===== config.mk =====
export PLATFORM = sky130hd
export DESIGN_NAME = adc0808_scan_sequencer
export DESIGN_NICKNAME = d
export VERILOG_FILES = /design/src/rtl/adc0808_scan_sequencer.sv
export SDC_FILE = /design/constraint.sdc
export NUM_CORES = 1
export LEC_CHECK = 0
export ABC_AREA = 1
export CAP_MARGIN = 25
export CORE_ASPECT_RATIO = 0.6
export CORE_UTILIZATION = 45
export CTS_BUF_LIST = sky130_fd_sc_hd__clkbuf_2 sky130_fd_sc_hd__clkbuf_4 sky130_fd_sc_hd__clkbuf_8
export DETAILED_ROUTE_END_ITERATION = 10
export GPL_TIMING_DRIVEN = 0
export PLACE_DENSITY = 0.7
export SYNTH_ARGS = -nofsm -noshare
export SYNTH_HDL_FRONTEND = slang
export SYNTH_SLANG_ARGS = --single-unit

===== constraint.sdc =====
create_clock -name clk_i -period 4.1 [get_ports clk_i]
set_input_delay 0.82 -clock clk_i [delete_from_list [all_inputs] [get_ports clk_i]]
set_output_delay 0.82 -clock clk_i [all_outputs]
set_load 0.02 [all_outputs]

===== src/rtl/adc0808_scan_sequencer.sv =====
// adc0808_scan_sequencer: ADC0808 timing generator, round-robin channel scanner and per-channel averager
module adc0808_scan_sequencer #(
    parameter int DATA_W   = 8,
    parameter int NUM_CH   = 8,
    parameter int CH_W     = 3,
    parameter int ADC_HALF = 1000,
    parameter int T_PULSE  = 10,
    parameter int AVG_LOG2 = 2,
    parameter int TIMEOUT  = 1 << 20
) (
    input  logic              clk_i,
    input  logic              reset_n_i,
    input  logic              enable_i,
    input  logic [NUM_CH-1:0] ch_mask_i,
    input  logic              clear_err_i,
    input  logic              adc_eoc_i,
    input  logic [DATA_W-1:0] adc_data_i,
    output logic              adc_clk_o,
    output logic [CH_W-1:0]   adc_addr_o,
    output logic              adc_ale_o,
    output logic              adc_start_o,
    output logic              adc_oe_o,
    output logic              sample_valid_o,
    output logic [CH_W-1:0]   sample_ch_o,
    output logic [DATA_W-1:0] sample_data_o,
    output logic              busy_o,
    output logic              timeout_err_o
);
    localparam int DW = $clog2(ADC_HALF + 1);
    localparam int PW = $clog2(T_PULSE + 1);
    localparam int TW = $clog2(TIMEOUT + 1);
    localparam int AW = DATA_W + AVG_LOG2;
    localparam logic [AVG_LOG2:0] N_LAST = (AVG_LOG2 + 1)'((1 << AVG_LOG2) - 1);

    typedef enum logic [2:0] {IDLE, SETUP, STROBE, WAIT_LO, WAIT_HI, READ, ACC, NEXT} state_t;

    state_t              state_q;
    logic [DW-1:0]       div_q;
    logic [PW-1:0]       pcnt_q;
    logic [TW-1:0]       tcnt_q;
    logic [AVG_LOG2:0]   n_q;
    logic [AW-1:0]       acc_q;
    logic [AW-1:0]       sum_d;
    logic [DATA_W-1:0]   data_q;
    logic [CH_W-1:0]     ch_q;
    logic [CH_W-1:0]     sch_q;
    logic [DATA_W-1:0]   sdata_q;
    logic                eoc_m_q, eoc_s_q;
    logic                aclk_q, ale_q, start_q, oe_q, valid_q, err_q;
    logic                tout_d;
    logic                pend_d;
    logic                tlast_d;

    // off=0 selects the lowest set bit at or above c, off=1 strictly above c; both wrap
    function automatic logic [CH_W-1:0] pick(input logic [NUM_CH-1:0] m, input logic [CH_W-1:0] c,
                                             input int off);
        int idx;
        logic [CH_W-1:0] j;
        pick = c;
        for (int k = NUM_CH - 1; k >= 0; k--) begin
            idx = (int'(c) + off + k) % NUM_CH;
            j = CH_W'(idx);
            if (m[j]) pick = j;
        end
    endfunction

    assign sum_d   = acc_q + AW'(data_q);
    assign tlast_d = tcnt_q == TW'(TIMEOUT - 1);
    assign tout_d  = tlast_d && ((state_q == WAIT_LO && eoc_s_q) || (state_q == WAIT_HI && !eoc_s_q));
    assign pend_d  = state_q == NEXT || tout_d;

    always_ff @(posedge clk_i or negedge reset_n_i) begin
        if (!reset_n_i) begin
            state_q <= IDLE;
            div_q   <= '0;
            pcnt_q  <= '0;
            tcnt_q  <= '0;
            n_q     <= '0;
            acc_q   <= '0;
            data_q  <= '0;
            ch_q    <= '0;
            sch_q   <= '0;
            sdata_q <= '0;
            eoc_m_q <= 1'b0;
            eoc_s_q <= 1'b0;
            aclk_q  <= 1'b0;
            ale_q   <= 1'b0;
            start_q <= 1'b0;
            oe_q    <= 1'b0;
            valid_q <= 1'b0;
            err_q   <= 1'b0;
        end else begin
            eoc_m_q <= adc_eoc_i;
            eoc_s_q <= eoc_m_q;
            div_q   <= (div_q == DW'(ADC_HALF - 1)) ? '0 : div_q + 1'b1;
            if (div_q == DW'(ADC_HALF - 1)) aclk_q <= ~aclk_q;
            valid_q <= 1'b0;
            if (clear_err_i) err_q <= 1'b0;
            // a timeout abandons the visit exactly like NEXT, only without the result pulse
            if (pend_d) begin
                if (tout_d) err_q <= 1'b1;
                acc_q   <= '0;
                n_q     <= '0;
                pcnt_q  <= '0;
                ch_q    <= pick(ch_mask_i, ch_q, 1);
                state_q <= (enable_i && |ch_mask_i) ? SETUP : IDLE;
            end else begin
                case (state_q)
                    IDLE: if (enable_i && |ch_mask_i) begin
                        ch_q    <= pick(ch_mask_i, ch_q, 0);
                        pcnt_q  <= '0;
                        state_q <= SETUP;
                    end
                    SETUP: if (pcnt_q == PW'(T_PULSE - 1)) begin
                        pcnt_q  <= '0;
                        ale_q   <= 1'b1;
                        start_q <= 1'b1;
                        state_q <= STROBE;
                    end else pcnt_q <= pcnt_q + 1'b1;
                    STROBE: if (pcnt_q == PW'(T_PULSE - 1)) begin
                        pcnt_q  <= '0;
                        tcnt_q  <= '0;
                        ale_q   <= 1'b0;
                        start_q <= 1'b0;
                        state_q <= WAIT_LO;
                    end else pcnt_q <= pcnt_q + 1'b1;
                    WAIT_LO: if (!eoc_s_q) begin
                        tcnt_q  <= '0;
                        state_q <= WAIT_HI;
                    end else tcnt_q <= tcnt_q + 1'b1;
                    WAIT_HI: if (eoc_s_q) begin
                        pcnt_q  <= '0;
                        oe_q    <= 1'b1;
                        state_q <= READ;
                    end else tcnt_q <= tcnt_q + 1'b1;
                    READ: if (pcnt_q == PW'(T_PULSE - 1)) begin
                        data_q  <= adc_data_i;
                        oe_q    <= 1'b0;
                        state_q <= ACC;
                    end else pcnt_q <= pcnt_q + 1'b1;
                    ACC: begin
                        acc_q <= sum_d;
                        n_q   <= n_q + 1'b1;
                        pcnt_q <= '0;
                        if (n_q == N_LAST) begin
                            sdata_q <= DATA_W'(sum_d >> AVG_LOG2);
                            sch_q   <= ch_q;
                            valid_q <= 1'b1;
                            state_q <= NEXT;
                        end else if (enable_i) state_q <= SETUP;
                        else begin
                            acc_q   <= '0;
                            n_q     <= '0;
                            state_q <= IDLE;
                        end
                    end
                    default: state_q <= IDLE;
                endcase
            end
        end
    end

    assign adc_clk_o      = aclk_q;
    assign adc_addr_o     = ch_q;
    assign adc_ale_o      = ale_q;
    assign adc_start_o    = start_q;
    assign adc_oe_o       = oe_q;
    assign sample_valid_o = valid_q;
    assign sample_ch_o    = sch_q;
    assign sample_data_o  = sdata_q;
    assign busy_o         = state_q != IDLE;
    assign timeout_err_o  = err_q;
endmodule


==> impl_results.md <==
* Status: complete, no violations
* Setup CP Type: flop to flop
* Fraction of final layout cells sized beyond drive strength 1 at 9.07%
* Fin. Hold Viols at 0
* Rows at 30
* Gate Count Post-Synth at around 750
* Max Cap Violations at 0
* Pint at 2.21 mW
* Synth cell types at 47
* Synthesized area at ~5300 µm²
* DR DRC count at 0
* Area grow syn2layout at 16.5%
* Setup slack, reg-to-reg at around 1.3 ns
* Slew HR at between 50% and 60%
* Crit-path max FO at 10
* Drt wl/cell at 13.7 µm
* Switching power at 2.20 mW
* Clk_lat worst skew at 0.35 ns
* Sw Ratio at around half
* Die Y at 86.1 µm
* Worst R2R Path Depth at 15
* Fin. max-slew vios at 0
* Leakage at 3.04 nW
* Unrepaired setup endpoints after global routing: false
* Largest net degree at the start of global routing at 67
* Final nets at roughly 840
* Number of enable flip-flop cells after synthesis at 0
* Antenna cell count at 0
* Syn Area/Cell at approximately 7 µm²
* Logic pwr share at 61.1%
* Initial antenna violation count at 0
* Final cycle utilization of the critical path at around 69%
* Critical path startpoint category: flop
* Drt first pass iters at 6
* Vias per cell at 5.39
* Core Footprint at 11400 µm²
* Register bit total from synthesis at 80
* Fmax at 352 MHz
* Synth Flop Type: dfrtp_1
* Arr. time, crit path at 3.07 ns
* Sequential power share at 22.9%
* # IOs at 42
* Inst Count DP at between 900 and 1000
* Top post-synthesis cells by area: dfrtp_1 (38%), nand2_1 (18%), nand3_1 (7.1%)
* Post-CTS Hold Fix Bufs at 0
* Finished Layout Cells at slightly below 1000
* Buffer count from post-CTS setup fixing at 0
* Final core occ at 54.2%
* Post-CTS Resized at 0
* Synth Warn # at 0
* Post-synthesis sequential area ratio at a little under two fifths
* Worst hold path class: input port to async pin
* Total nets after synthesis at 786
* HPWL after DPL at about 10000 µm
* Synth top area share at 37.7%
* Die Area at between 10000 and 15000 µm²
* Clock Sinks at 80
* Reg2reg end: adc_addr_o[0]$_DFFE_PN0P_
* Grt ovf at 0
* Placer Congestion at between 0.9 and 1
* Die Wd at 142 µm
* Worst flop-to-flop path startpoint: adc_addr_o[1]$_DFFE_PN0P_
* Total track usage at 23.0%
* Number of global-route vias before repair at 4763
* DRT iter0 DRCs at around 550
* Vias at around 5200
* Slew @ Worst Pin at 0.684 ns
* CTS tree: done
* Post-synthesis async set-or-reset flop share at 100%
* PwrDens at approximately 710 nW/µm²
* Clock power share at 16.0%
* H-tree lvl count at 3
* Worst setup EP type: flop
* First-pass GRT wire length at approximately 22000 µm
* Routed wire length at 13300 µm
* Tmin final at 2.84 ns
* PortBufs at 41
* Synth area leader: dfrtp_1
* Antenna viol nets, final at 0
* Number of buffers created by CTS at 9
* Req. time, crit path at between 4 and 5 ns
* Setup violators final at 0
* Clock Skews at 0.00783 ns
* Max Buffers Root-to-Sink at 2
* Clk slew on worst S/H paths at 0.08 ns
* Max VDD drop at 281 µV
* Root buffer cell: clkbuf_8
* Starting Density at 46.5%
-- flip-flops by register name (all words and copies together) (netlist names) --
register / cells
sample_ch_o: 3
data_q: 8
sample_valid_o: 1
pcnt_q: 4
div_q: 10
adc_addr_o: 3
adc_clk_o: 1
timeout_err_o: 1
sample_data_o: 8
adc_oe_o: 1
state_q: 3
n_q: 3
eoc_m_q: 1
eoc_s_q: 1
acc_q: 10
tcnt_q: 21
adc_start_o: 1
-- through the flow --
step           worst slack, ns  power, mW  area, µm²  hold WS [ns]  setup TNS [ns]
2_1_floorplan             1.80       2.96       5310         0.331               0
3_3_place_gp            -0.641       3.53       5920         0.343          -50.62
3_5_place_dp              1.34       3.63       5940         0.348               0
4_1_cts                   1.32       4.36       6190         0.299               0
5_1_grt                  0.996       4.80       6190         0.306               0
6_report                  1.26       4.41       6190         0.314               0
-- how the worst max path moves through the flow --
stage	from	endpoint	slack [ns]	depth (start not counted)
after detailed placement	adc_addr_o[0]$_DFFE_PN0P_	adc_addr_o[0]$_DFFE_PN0P_	1.34	16
after global routing	adc_addr_o[0]$_DFFE_PN0P_	adc_addr_o[0]$_DFFE_PN0P_	1.0	16
after floorplan	adc_addr_o[0]$_DFFE_PN0P_	adc_addr_o[0]$_DFFE_PN0P_	1.80	16
after CTS	adc_addr_o[0]$_DFFE_PN0P_	adc_addr_o[0]$_DFFE_PN0P_	1.32	16
final	adc_addr_o[1]$_DFFE_PN0P_	adc_addr_o[0]$_DFFE_PN0P_	1.26	15
after global placement	reset_n_i	adc_clk_o$_DFFE_PN0N_	-0.64	1
-- layout by cell type (no fill, tap or decap), types with 7 or more instances in the layout --
master           count
nor3_1              13
o21ai_1             13
o21ai_0             34
ha_1                17
xor2_1              11
nand3_1             75
nand2_1            252
dfrtp_1             80
clkdlybuf4s50_1     40
xnor2_1              7
clkbuf_8             9
nand4_1              9
nor2_1              59
inv_1               66
a21oi_1             28
inv_2               15
-- synth_stat cells, drive strengths merged (5+ instances only) --
| library cell | n |
|---|---|
| nor3 | 16 |
| dfrtp | 80 |
| xor2 | 11 |
| nand4 | 10 |
| ha | 17 |
| inv | 83 |
| nor2 | 67 |
| nand2 | 259 |
| buf | 9 |
| o22ai | 5 |
| nand3 | 79 |
| o21ai | 48 |
| xnor2 | 7 |
| a21oi | 28 |
-- critical path, cell delays in order, from the launching register on --
cell and delay (ns):
dfrtp_1 0.60, inv_2 0.19, ha_1 0.34, inv_2 0.14, clkbuf_1 0.39, nand2_1 0.10, nand2_1 0.09, nand2_1 0.07
nand2_1 0.11, nor2_1 0.08, nand3_1 0.08, nand2_1 0.05, nor2_1 0.21, nand3_1 0.13, nand2_1 0.07, o21ai_1 0.06
-- layer usage --
layer	vias up	wire, µm	GRT usage, %	share of wire (%)
li1	2536	-	-	-
met1	2440	6510	33.9	49
met2	213	5560	33.7	42
met3	12	1150	5.75	8.6
met4	0	53	4.59	0.40
met5	-	0	0	0
-- cells by family (layout without fill, tap and decap cells) --
family | count (synthesis) | after routing | share of synthesized area, %
and+or+nand+nor | 439 | 439 | 37.2
AOI/OAI and AO/OA | 96 | 96 | 10.1
buffers and inverters | 96 | 154 | 7.64
DFF | 80 | 80 | 37.7
adders and majority gates | 18 | 18 | 4.38
xor gates and xnor gates | 18 | 18 | 2.97
-- power by group through the flow --
stage / clock, mW / sequential [mW] / combinational (mW)
floorplan: 0 / 1.04 / 1.93
global placement: 0 / 1.02 / 2.51
detailed placement: 0 / 1.02 / 2.61
CTS: 0.722 / 1.01 / 2.63
global route: 0.757 / 1.03 / 3.01
finish: 0.706 / 1.01 / 2.69
-- final cells by class --
cell class                      count  area, µm²
Buffer                             12       81.3
Clock buffer                       11        139
Clock inverter                      5        104
Fill cell                        1107       5220
Inverter                           84        324
Multi-Input combinational cell    571       2900
Sequential cell                    80       2000
Tap cell                          160        200
Timing Repair Buffer               42        435
(Power assumes the default switching activity.)
